==> config.mk <==
export PLATFORM = sky130hd
export DESIGN_NAME = fetch_stage
export DESIGN_NICKNAME = d
export VERILOG_FILES = /design/src/rtl/fetch_stage.sv
export SDC_FILE = /design/constraint.sdc
export NUM_CORES = 1
export LEC_CHECK = 0
export ABC_AREA = 1
export CAP_MARGIN = 20
export CORE_MARGIN = 3
export CORE_UTILIZATION = 42
export DETAILED_ROUTE_END_ITERATION = 6
export GPL_TIMING_DRIVEN = 0
export HOLD_SLACK_MARGIN = 0.15
export PLACE_DENSITY = 0.85
export SLEW_MARGIN = 20
export SYNTH_ARGS = -nofsm -noshare
export SYNTH_HDL_FRONTEND = slang
export SYNTH_SLANG_ARGS = --single-unit
==> constraint.sdc <==
create_clock -name clk -period 1.45 [get_ports clk]
set_input_delay 0.29 -clock clk [delete_from_list [all_inputs] [get_ports clk]]
set_output_delay 0.29 -clock clk [all_outputs]
set_load 0.005 [all_outputs]
==> src/rtl/fetch_stage.sv <==
// Instruction-fetch stage plus IF/ID pipeline register for the pipelined MIPS core.
// Latency: address in cycle N with a combinational hit -> inst_ID valid after edge N+1; 1 inst/cycle.
// Backpressure: stall holds PC and IF/ID; a miss inserts one bubble per miss cycle; redirect/halt flush.
//
// Ports: clk, rst_b (async active-low); stall/halted/redirect_valid/redirect_pc from the decode
// control unit; icache_req/icache_addr/icache_hit/icache_data to the instruction cache;
// inst_ID/pc_ID/pc_plus4_ID/valid_ID form the IF/ID register; fetch_count/miss_cycles are
// performance counters, present only when FETCH_PERF_CNT_EN is defined (otherwise tied to 0).
module fetch_stage (
  input  logic        clk,
  input  logic        rst_b,
  input  logic        stall,
  input  logic        halted,
  input  logic        redirect_valid,
  input  logic [31:0] redirect_pc,
  output logic        icache_req,
  output logic [31:0] icache_addr,
  input  logic        icache_hit,
  input  logic [31:0] icache_data,
  output logic [31:0] inst_ID,
  output logic [31:0] pc_ID,
  output logic [31:0] pc_plus4_ID,
  output logic        valid_ID,
  output logic [31:0] fetch_count,
  output logic [31:0] miss_cycles
);

  localparam logic [31:0] RESET_PC = 32'h0000_0000;
  localparam logic [31:0] BUBBLE   = 32'h0000_0000;  // SLL r0,r0,0

  typedef enum logic [1:0] {FETCH, MISS, MISS_DROP, HALT} state_t;

  state_t      state_q, state_d;
  logic [31:0] pc_q, pc_d;
  logic [31:0] redir_pend_q, redir_pend_d;
  logic [31:0] inst_q, inst_d;
  logic [31:0] pc_id_q, pc_id_d;
  logic [31:0] pc_p4_id_q, pc_p4_id_d;
  logic        valid_q, valid_d;
  logic        load_inst;
  logic        load_bubble;
  logic [31:0] pc_plus4;
  logic [31:0] redirect_word;
  logic        unused_redirect_lsbs;

  assign pc_plus4             = pc_q + 32'd4;  // wraps modulo 2^32
  assign redirect_word        = {redirect_pc[31:2], 2'b00};
  assign unused_redirect_lsbs = ^redirect_pc[1:0];

  assign icache_req  = rst_b && (state_q != HALT);
  assign icache_addr = {pc_q[31:2], 2'b00};

  always_comb begin
    state_d      = state_q;
    pc_d         = pc_q;
    redir_pend_d = redir_pend_q;
    load_inst    = 1'b0;
    load_bubble  = 1'b0;

    if (state_q == HALT) begin
      // Only reset leaves HALT.
    end else if (halted) begin
      load_bubble = 1'b1;
      state_d     = HALT;
    end else if (redirect_valid) begin
      // Flush happens regardless of stall.
      load_bubble = 1'b1;
      if (icache_hit) begin
        pc_d    = redirect_word;
        state_d = FETCH;
      end else begin
        // The outstanding request on the old PC must drain before the target
        // can be fetched; remember the newest target until then.
        redir_pend_d = redirect_word;
        state_d      = MISS_DROP;
      end
    end else begin
      case (state_q)
        FETCH, MISS: begin
          if (icache_hit) begin
            state_d = FETCH;
            if (!stall) begin
              load_inst = 1'b1;
              pc_d      = pc_plus4;
            end
          end else begin
            state_d     = MISS;
            load_bubble = !stall;
          end
        end
        MISS_DROP: begin
          if (icache_hit) begin
            pc_d        = redir_pend_q;
            state_d     = FETCH;
            load_bubble = 1'b1;
          end else begin
            load_bubble = !stall;
          end
        end
        default: state_d = HALT;
      endcase
    end

    inst_d     = inst_q;
    pc_id_d    = pc_id_q;
    pc_p4_id_d = pc_p4_id_q;
    valid_d    = valid_q;
    if (load_inst) begin
      inst_d     = icache_data;
      pc_id_d    = pc_q;
      pc_p4_id_d = pc_plus4;
      valid_d    = 1'b1;
    end else if (load_bubble) begin
      inst_d  = BUBBLE;
      valid_d = 1'b0;
    end
  end

  always_ff @(posedge clk or negedge rst_b) begin
    if (!rst_b) begin
      state_q      <= FETCH;
      pc_q         <= RESET_PC;
      redir_pend_q <= 32'h0;
      inst_q       <= BUBBLE;
      pc_id_q      <= 32'h0;
      pc_p4_id_q   <= 32'h0;
      valid_q      <= 1'b0;
    end else begin
      state_q      <= state_d;
      pc_q         <= pc_d;
      redir_pend_q <= redir_pend_d;
      inst_q       <= inst_d;
      pc_id_q      <= pc_id_d;
      pc_p4_id_q   <= pc_p4_id_d;
      valid_q      <= valid_d;
    end
  end

  assign inst_ID     = inst_q;
  assign pc_ID       = pc_id_q;
  assign pc_plus4_ID = pc_p4_id_q;
  assign valid_ID    = valid_q;

`ifdef FETCH_PERF_CNT_EN
  logic [31:0] fetch_count_q, fetch_count_d;
  logic [31:0] miss_cycles_q, miss_cycles_d;

  always_comb begin
    fetch_count_d = fetch_count_q + {31'h0, load_inst};
    miss_cycles_d = miss_cycles_q + {31'h0, (state_q == MISS) || (state_q == MISS_DROP)};
  end

  always_ff @(posedge clk or negedge rst_b) begin
    if (!rst_b) begin
      fetch_count_q <= 32'h0;
      miss_cycles_q <= 32'h0;
    end else begin
      fetch_count_q <= fetch_count_d;
      miss_cycles_q <= miss_cycles_d;
    end
  end

  assign fetch_count = fetch_count_q;
  assign miss_cycles = miss_cycles_q;
`else
  assign fetch_count = 32'h0;
  assign miss_cycles = 32'h0;
`endif

endmodule

==> summary.log, run 1 <==
INFO  grt            wire_length_of_the_first_global_routing_pass=42.06mm
INFO  clock_network  cts_max_level=4
INFO  die            initial_core_util=43.56%
INFO  grt            grt_antenna_before_repair=0
INFO  critical_path  worstPathRequired=1.81ns
INFO  finish         finished_core_util=69.44%
INFO  power          cellLeakagePower=7.033nW
INFO  grt            via_count_of_the_first_global_routing_pass=8044
INFO  sta            rsz0062_at_grt=true
INFO  drt            routed_wire_length_per_instance=18.40um
INFO  sta            timing.max_slew.rel_slack=63.31%
INFO  job            drv_cap=0
INFO  clock_network  cts_tree=built
INFO  power          power_report.internal_total=7.796mW
INFO  critical_path  crit-reg2reg-launch=pc_q[2]
INFO  placed_design  dp.final_hpwl=19.34mm
INFO  sta            finalSetupViolations=79
INFO  synthesis      fraction_of_registers_with_async_set_reset=100.0%
INFO  power          p_sw=2.067mW
INFO  die            num_io_pins=264
INFO  power          netSwitchingFraction=20.96%
INFO  finish         layout.filler_cells=1306
INFO  critical_path  r2r_endpoint=pc_q[17]
INFO  critical_path  worst_path_dominant_cell_family=simple AND/OR/NAND/NOR gates
INFO  drt            vias_per_cell=5.193
INFO  sta            fin_crit_period=1.785ns
INFO  placed_design  globalplace.congestion=0.8997
INFO  critical_path  timing.critical_path.to_type=flip-flop
INFO  worst_hold_path holdCritPathClass=in2async
INFO  die            rows=49
INFO  critical_path  critical_path.most_common_cell=sky130_fd_sc_hd__nand2_1
INFO  placed_design  io_buffer_count=191
INFO  critical_path  number_of_buffers_and_inverters_on_the_critical_path=2
INFO  clock_network  cts-buffers-inserted=17
INFO  power          clockPowerShare=50.0%
INFO  die            die_boundary_width=143.6um
INFO  power          total_power=9.863mW
INFO  critical_path  timing.critical_path.arrival=2.15ns
INFO  sta            maxSlewViolCount=0
INFO  run_status     failed_checks=hold timing, setup timing
INFO  critical_path  timing.critical_path.fanout_max=5
INFO  critical_path  max_stage_delay=0.44ns
INFO  critical_path  reg2regPathDepth=10
INFO  die            die_footprint=0.02063mm2
INFO  sta            highest_achievable_clock_rate=560.2MHz
INFO  clock_network  cts_max_path_buffers=2
INFO  critical_path  cpMaxStageDelayCell=sky130_fd_sc_hd__dfrtp_2
INFO  synthesis      synth.ff_latch_count=155
INFO  drt            postRouteAntennaNets=0
INFO  synthesis      ys.warnings.count=0
INFO  finish         layout_common_cells=sky130_fd_sc_hd__nand2_1 (388), sky130_fd_sc_hd__buf_4 (157), sky130_fd_sc_hd__dfrtp_1 (130)
INFO  drt            detail_route.iter0.violations=813
INFO  synthesis      yosysUniqueCellTypes=30
INFO  clock_network  clkLatencyLatePin=0.43ns
INFO  finish         areaGrowthSynthToFinish=59.42%
INFO  synthesis      syn_inst=1046
INFO  synthesis      avgSynthCellArea=7.608um2
INFO  sta            final.setup_skew=0.009131ns
INFO  clock_network  cts_sinks=155
INFO  power          seq_power_share=43.8%
INFO  finish         drive_above_1_share=30.17%
INFO  critical_path  timing.critical_path.cells=inv_1 > nor2_4 > nand2_4 > nor2_4 > buf_4 > xor2_2 > nand2_1 > nand2_1 > nand2_1 > nand2_1
INFO  power          combPwrFrac=6.2%
INFO  power          vdd.ir_drop.worst=0.7656mV
INFO  synthesis      netlist.area_leader.share=48.74%
INFO  sta            fin_setup_tns=-11.83ns
INFO  sta            worst_max_slew_pin_slew=0.5503ns
INFO  drt            firstDrtPassIters=7
INFO  drt            remaining_drc_errors=0
INFO  run_status     run_status=complete, but fails checks
INFO  critical_path  timing_worst_setup_path_type=reg2reg
INFO  clock_network  cts_root_buffer=sky130_fd_sc_hd__clkbuf_16
INFO  grt            grt_overflow=0
INFO  finish         finalNetCount=1500
INFO  finish         most_common_library_cell_in_the_layout_ignoring_fill_and_taps=sky130_fd_sc_hd__nand2_1
INFO  synthesis      synth_top_cells_by_area=sky130_fd_sc_hd__dfrtp_1 (49%), sky130_fd_sc_hd__nand2_1 (20%), sky130_fd_sc_hd__buf_4 (6.9%), sky130_fd_sc_hd__nand3_1 (4.3%), sky130_fd_sc_hd__inv_1 (4.0%)
INFO  grt            grt_use_total=26.38%
INFO  synthesis      synth_sequential_area_ratio=48.74%
INFO  sta            post-route-period-util=123.1%
INFO  synthesis      syn-cell-area=0.007958mm2
INFO  sta            fin_ws=-0.3350ns
INFO  critical_path  r2r_slack=-0.34ns
INFO  finish         num_antenna_cells=0
INFO  critical_path  start_kind=flip-flop
INFO  sta            report.final.hold_viol_count=60
INFO  synthesis      count_of_flip_flops_with_a_built_in_enable_after_synthesis=0
INFO  grt            grt_max_degree=96
INFO  drt            num_vias=8678
INFO  synthesis      synth_ff_type=sky130_fd_sc_hd__dfrtp_1
INFO  power          power.density_cell_area=777.5mW/mm2
INFO  die            core_area=0.01827mm2
INFO  clock_network  clock_pin_slew_reported_for_the_worst_setup_and_hold_paths_after_clock_tree_synthesis=0.07ns
INFO  drt            drt_wl_total=30.75mm
INFO  die            die_h=143.6um
INFO  synthesis      synth.largest_area_cell=sky130_fd_sc_hd__dfrtp_1
INFO  sta            smallest_hold_slack=-0.2045ns
==> cells in the mapped netlist, drive strengths merged, types with 4 or more instances <==
cell / number
o21ai: 56
a31oi: 8
a21oi: 34
o211ai: 4
nor2: 58
buf: 97
a22oi: 4
and2: 4
dfrtp: 155
inv: 85
xor2: 15
nand2: 432
nand3: 68
clkbuf: 19
==> what timing repair did <==
action | 4_1_cts | 5_1_grt
buffers inserted | 74 | 28
pin swaps | 36 | 55
endpoints found under the hold margin | 60 | 60
resized for setup | 304 | 156
setup endpoints to repair | 265 | 152
cloned | 3 | 1
==> logic make-up after synthesis <==
group / after synthesis / share of synthesized area, %
other: 1 / 0.04712
AOI/OAI and AO/OA: 108 / 7.264
muxes: 1 / 0.1415
buffers and inverters: 202 / 13.27
and+or+nand+nor: 563 / 28.54
DFF: 155 / 48.74
xor gates and xnor gates: 15 / 1.840
adders and majority gates: 1 / 0.1572
==> metrics by stage <==
| stage | hold slack (ns) | instance area [um2] | std cells | setup WS [ns] |
|---|---|---|---|---|
| 2_1_floorplan | -0.005591 | 8219 | 1115 | -0.02823 |
| 3_3_place_gp | 0.4591 | 10420 | 1535 | -6.109 |
| 3_5_place_dp | 0.2588 | 10450 | 1536 | -0.7639 |
| 4_1_cts | -0.1977 | 12050 | 1645 | -0.1971 |
| 5_1_grt | -0.1720 | 12690 | 1671 | -0.4008 |
| 6_report | -0.2045 | 12690 | 1671 | -0.3350 |
==> worst max path at each step <==
stage / from / endpoint / slack (ns) / depth (start not counted)
2_1_floorplan: pc_q[2] / pc_q[28] / -0.03 / 12
3_3_place_gp: rst_b / inst_ID[3] / -6.11 / 1
3_5_place_dp: redirect_valid / inst_ID[13] / -0.76 / 7
4_1_cts: pc_q[3] / pc_q[20] / -0.20 / 12
5_1_grt: pc_q[2] / pc_q[17] / -0.40 / 10
6_report: pc_q[2] / pc_q[17] / -0.34 / 10
==> worst register-to-register path, delay by kind of cell (launching register included) <==
kind	cells	cell delay, ns
xor gates and xnor gates	1	0.16
DFF	1	0.44
and+or+nand+nor	7	0.81
buffers and inverters	2	0.30
==> final cells by class <==
class	instances	area (um2)	share of cell area [%]
plain buffers	114	833.3	6.569
clock buffers	26	519.2	4.093
clock inverters	6	130.1	1.026
inverters	86	326.6	2.574
multi-input cells	758	3975	31.33
flip-flops and latches	155	3910	30.82
well taps	229	286.5	2.259
repair buffers	297	2705	21.32
==> sequential cells by signal, summed over array words and instances, names as in the netlist <==
| signal | count |
|---|---|
| inst_ID | 32 |
| pc_ID | 30 |
| pc_q | 30 |
| valid_ID | 1 |
| pc_plus4_ID | 30 |
| redir_pend_q | 30 |
| state_q | 2 |
==> power groups by stage <==
stage	sequential, mW	combinational (mW)	clock, mW
floorplan	4.41	0.258	0
global placement	4.41	0.560	0
detailed placement	4.40	0.575	0
CTS	4.33	0.581	4.96
global route	4.32	0.669	5.10
finish	4.32	0.608	4.93
==> layer usage <==
layer | up-vias | track usage, % | wire length (um)
met1 | 4032 | 30.84 | 11120
met4 | 0 | 12.74 | 1906
met5 | - | 0 | 0
met2 | 599 | 46.32 | 14990
met3 | 175 | 5.291 | 2740
li1 | 3872 | - | -
Note: power is estimated with default switching activity, not from simulation.
==> run 2, diff against run 1 <==
CELL_PAD_IN_SITES_DETAIL_PLACEMENT = 0   (was unset)
CELL_PAD_IN_SITES_GLOBAL_PLACEMENT = 2   (was unset)
CORE_UTILIZATION = 23   (was 42)
==> summary.log, run 2 (synthesis results as in run 1) <==
INFO  critical_path  r2r_endpoint=pc_q[28] [was pc_q[17]]
INFO  sta            worst_max_slew_pin_slew=0.5579ns [was 0.5503 ns]
INFO  clock_network  cts_max_level=4 [unchanged]
INFO  finish         finalNetCount=1480 [was 1500]
INFO  critical_path  worstPathRequired=1.77ns [was 1.81 ns]
INFO  sta            fin_ws=-0.2301ns [was -0.3350 ns]
INFO  sta            smallest_hold_slack=-0.2388ns [was -0.2045 ns]
INFO  finish         drive_above_1_share=27.78% [was 30.17%]
INFO  grt            grt_use_total=15.81% [was 26.38%]
INFO  drt            firstDrtPassIters=4 [was 7]
INFO  grt            grt_max_degree=81 [was 96]
INFO  clock_network  cts-buffers-inserted=17 [unchanged]
INFO  run_status     failed_checks=hold timing, setup timing [unchanged]
INFO  sta            post-route-period-util=115.9% [was 123.1%]
INFO  power          cellLeakagePower=6.801nW [was 7.033 nW]
INFO  placed_design  dp.final_hpwl=22.25mm [was 19.34 mm]
INFO  sta            highest_achievable_clock_rate=595.2MHz [was 560.2 MHz]
INFO  die            initial_core_util=23.55% [was 43.56%]
INFO  placed_design  preCtsSetupSlack=-0.8060ns [was -0.7639 ns]
INFO  power          p_sw=2.266mW [was 2.067 mW]
INFO  sta            fin_crit_period=1.680ns [was 1.785 ns]
INFO  power          power_report.internal_total=6.903mW [was 7.796 mW]
INFO  grt            grt_antenna_before_repair=0 [unchanged]
INFO  worst_hold_path holdCritPathClass=in2async [unchanged]
INFO  critical_path  start_kind=flip-flop [unchanged]
INFO  sta            timing.max_slew.rel_slack=62.81% [was 63.31%]
INFO  placed_design  placement.cell_area=0.01072mm2 [was 0.01045 mm2]
INFO  critical_path  max_stage_delay=0.42ns [was 0.44 ns]
INFO  grt            via_count_of_the_first_global_routing_pass=7626 [was 8044]
INFO  clock_network  cts_root_buffer=sky130_fd_sc_hd__clkbuf_16 [unchanged]
INFO  finish         num_antenna_cells=0 [unchanged]
INFO  placed_design  dpl.cell_count=1755 [was 1536]
INFO  die            die_footprint=0.03687mm2 [was 0.02063 mm2]
INFO  power          vdd.ir_drop.worst=0.4548mV [was 0.7656 mV]
INFO  drt            num_vias=7616 [was 8678]
INFO  finish         largest_reg_flops=32 [unchanged]
INFO  sta            finalSetupViolations=86 [was 79]
INFO  critical_path  reg2regPathDepth=12 [was 10]
INFO  die            die_h=192.0um [was 143.6 um]
INFO  drt            routed_wire_length_per_instance=15.72um [was 18.40 um]
INFO  finish         finished_core_util=37.40% [was 69.44%]
INFO  sta            final.setup_skew=0.01483ns [was 0.009131 ns]
INFO  clock_network  cts_sinks=155 [unchanged]
INFO  drt            remaining_drc_errors=0 [unchanged]
INFO  critical_path  crit-reg2reg-launch=pc_q[3] [was pc_q[2]]
INFO  clock_network  cts_max_path_buffers=2 [unchanged]
INFO  power          seq_power_share=47.1% [was 43.8%]
INFO  die            core_area=0.03378mm2 [was 0.01827 mm2]
INFO  sta            rsz0062_at_grt=true [unchanged]
INFO  placed_design  globalplace.congestion=0.8745 [was 0.8997]
INFO  critical_path  timing.critical_path.cells=ha_4 > nand2_4 > nor2_4 > nand2_4 > nor2_4 > nand2_1 > nand2_1 > nand2_2 > nand2_1 > nand2_1 > nand2_1 > nand2_1 [was inv_1 > nor2_4 > nand2_4 > nor2_4 > buf_4 > xor2_2 > nand2_1 > nand2_1 > nand2_1 > nand2_1]
INFO  power          clockPowerShare=46.3% [was 50.0%]
INFO  critical_path  r2r_slack=-0.23ns [was -0.34 ns]
INFO  sta            report.final.hold_viol_count=75 [was 60]
INFO  critical_path  critical_path.most_common_cell=sky130_fd_sc_hd__nand2_1 [unchanged]
INFO  grt            grt_overflow=0 [unchanged]
INFO  clock_network  clock_pin_slew_reported_for_the_worst_setup_and_hold_paths_after_clock_tree_synthesis=0.07ns [about the same]
INFO  finish         most_common_library_cell_in_the_layout_ignoring_fill_and_taps=sky130_fd_sc_hd__nand2_1 [unchanged]
INFO  placed_design  io_buffer_count=191 [unchanged]
INFO  die            rows=67 [was 49]
INFO  drt            vias_per_cell=4.073 [was 5.193]
INFO  critical_path  timing.critical_path.to_type=flip-flop [unchanged]
INFO  clock_network  clkLatencyLatePin=0.44ns [was 0.43 ns]
INFO  drt            drt_wl_total=29.41mm [was 30.75 mm]
INFO  job            drv_cap=0 [unchanged]
INFO  run_status     run_status=complete, but fails checks [unchanged]
INFO  sta            maxSlewViolCount=0 [unchanged]
INFO  finish         areaGrowthSynthToFinish=58.79% [was 59.42%]
INFO  sta            fin_setup_tns=-7.828ns [was -11.83 ns]
INFO  critical_path  cpMaxStageDelayCell=sky130_fd_sc_hd__dfrtp_1 [was sky130_fd_sc_hd__dfrtp_2]
INFO  finish         layout_common_cells=sky130_fd_sc_hd__nand2_1 (405), sky130_fd_sc_hd__buf_4 (137), sky130_fd_sc_hd__dfrtp_1 (130) [was sky130_fd_sc_hd__nand2_1 (388), sky130_fd_sc_hd__buf_4 (157), sky130_fd_sc_hd__dfrtp_1 (130)]
INFO  drt            postRouteAntennaNets=0 [unchanged]
INFO  power          netSwitchingFraction=24.71% [was 20.96%]
INFO  power          combPwrFrac=6.5% [was 6.2%]
INFO  clock_network  cts_tree=built [unchanged]
INFO  grt            wire_length_of_the_first_global_routing_pass=44.42mm [was 42.06 mm]
INFO  die            die_boundary_width=192.0um [was 143.6 um]
INFO  critical_path  timing_worst_setup_path_type=reg2reg [unchanged]
INFO  power          power.density_cell_area=725.6mW/mm2 [was 777.5 mW/mm2]
INFO  drt            detail_route.iter0.violations=399 [was 813]
INFO  die            num_io_pins=264 [unchanged]
INFO  finish         layoutNonFillerInstCount=1870 [was 1671]
INFO  critical_path  timing.critical_path.arrival=2.00ns [was 2.15 ns]
INFO  power          total_power=9.168mW [was 9.863 mW]
INFO  finish         final_area=0.01264mm2 [was 0.01269 mm2]
INFO  critical_path  timing.critical_path.fanout_max=5 [unchanged]
## run 2: power by group through the flow
| stage | combinational (mW) | sequential [mW] | clock, mW |
|---|---|---|---|
| 2_1_floorplan | 0.258 | 4.41 | 0 |
| 3_3_place_gp | 0.576 | 4.41 | 0 |
| 3_5_place_dp | 0.585 | 4.40 | 0 |
| 4_1_cts | 0.589 | 4.32 | 4.37 |
| 5_1_grt | 0.675 | 4.32 | 4.54 |
| 6_report | 0.598 | 4.32 | 4.25 |
## run 2: repair_timing
action / in CTS / in global routing
buffers inserted: 60 / 27
setup endpoints to repair: 274 / 178
gates resized for setup: 276 / 178
pin swaps: 17 / 60
cloned: 3 / 1
endpoints found under the hold margin: 75 / 75
## run 2: layout make-up
class                           instances  area (um2)
Fill cell                            3505       21150
Sequential cell                       155        3910
Multi-Input combinational cell        758        3829
Timing Repair Buffer                  276        2595
Buffer                                115       864.6
Tap cell                              448       560.5
Clock buffer                           18       439.2
Inverter                               86       327.8
Clock inverter                         14       110.1
## run 2: critical path, delay by kind of cell (launching register included)
kind | cells | cell delay (ns)
simple gates | 11 | 0.96
flops | 1 | 0.42
fa+ha+maj | 1 | 0.19
## run 2: metal layers
metal  GRT usage, %  vias to the layer above  share of wire, %
met5              0                        -                 0
met4          4.595                        0               1.7
met3          3.486                       22               6.1
met2          26.42                      220                48
met1          20.51                     3542                44
li1               -                     3832                 -
## run 2: how the worst max path moves through the flow
stage	endpoint	cells past startpoint	from
final	pc_q[28]	12	pc_q[3]
after global routing	pc_q[25]	12	pc_q[8]
after CTS	pc_q[18]	10	pc_q[2]
after detailed placement	pc_q[25]	8	redirect_valid
after global placement	inst_ID[3]	1	rst_b
after floorplan	pc_q[28]	12	pc_q[2]
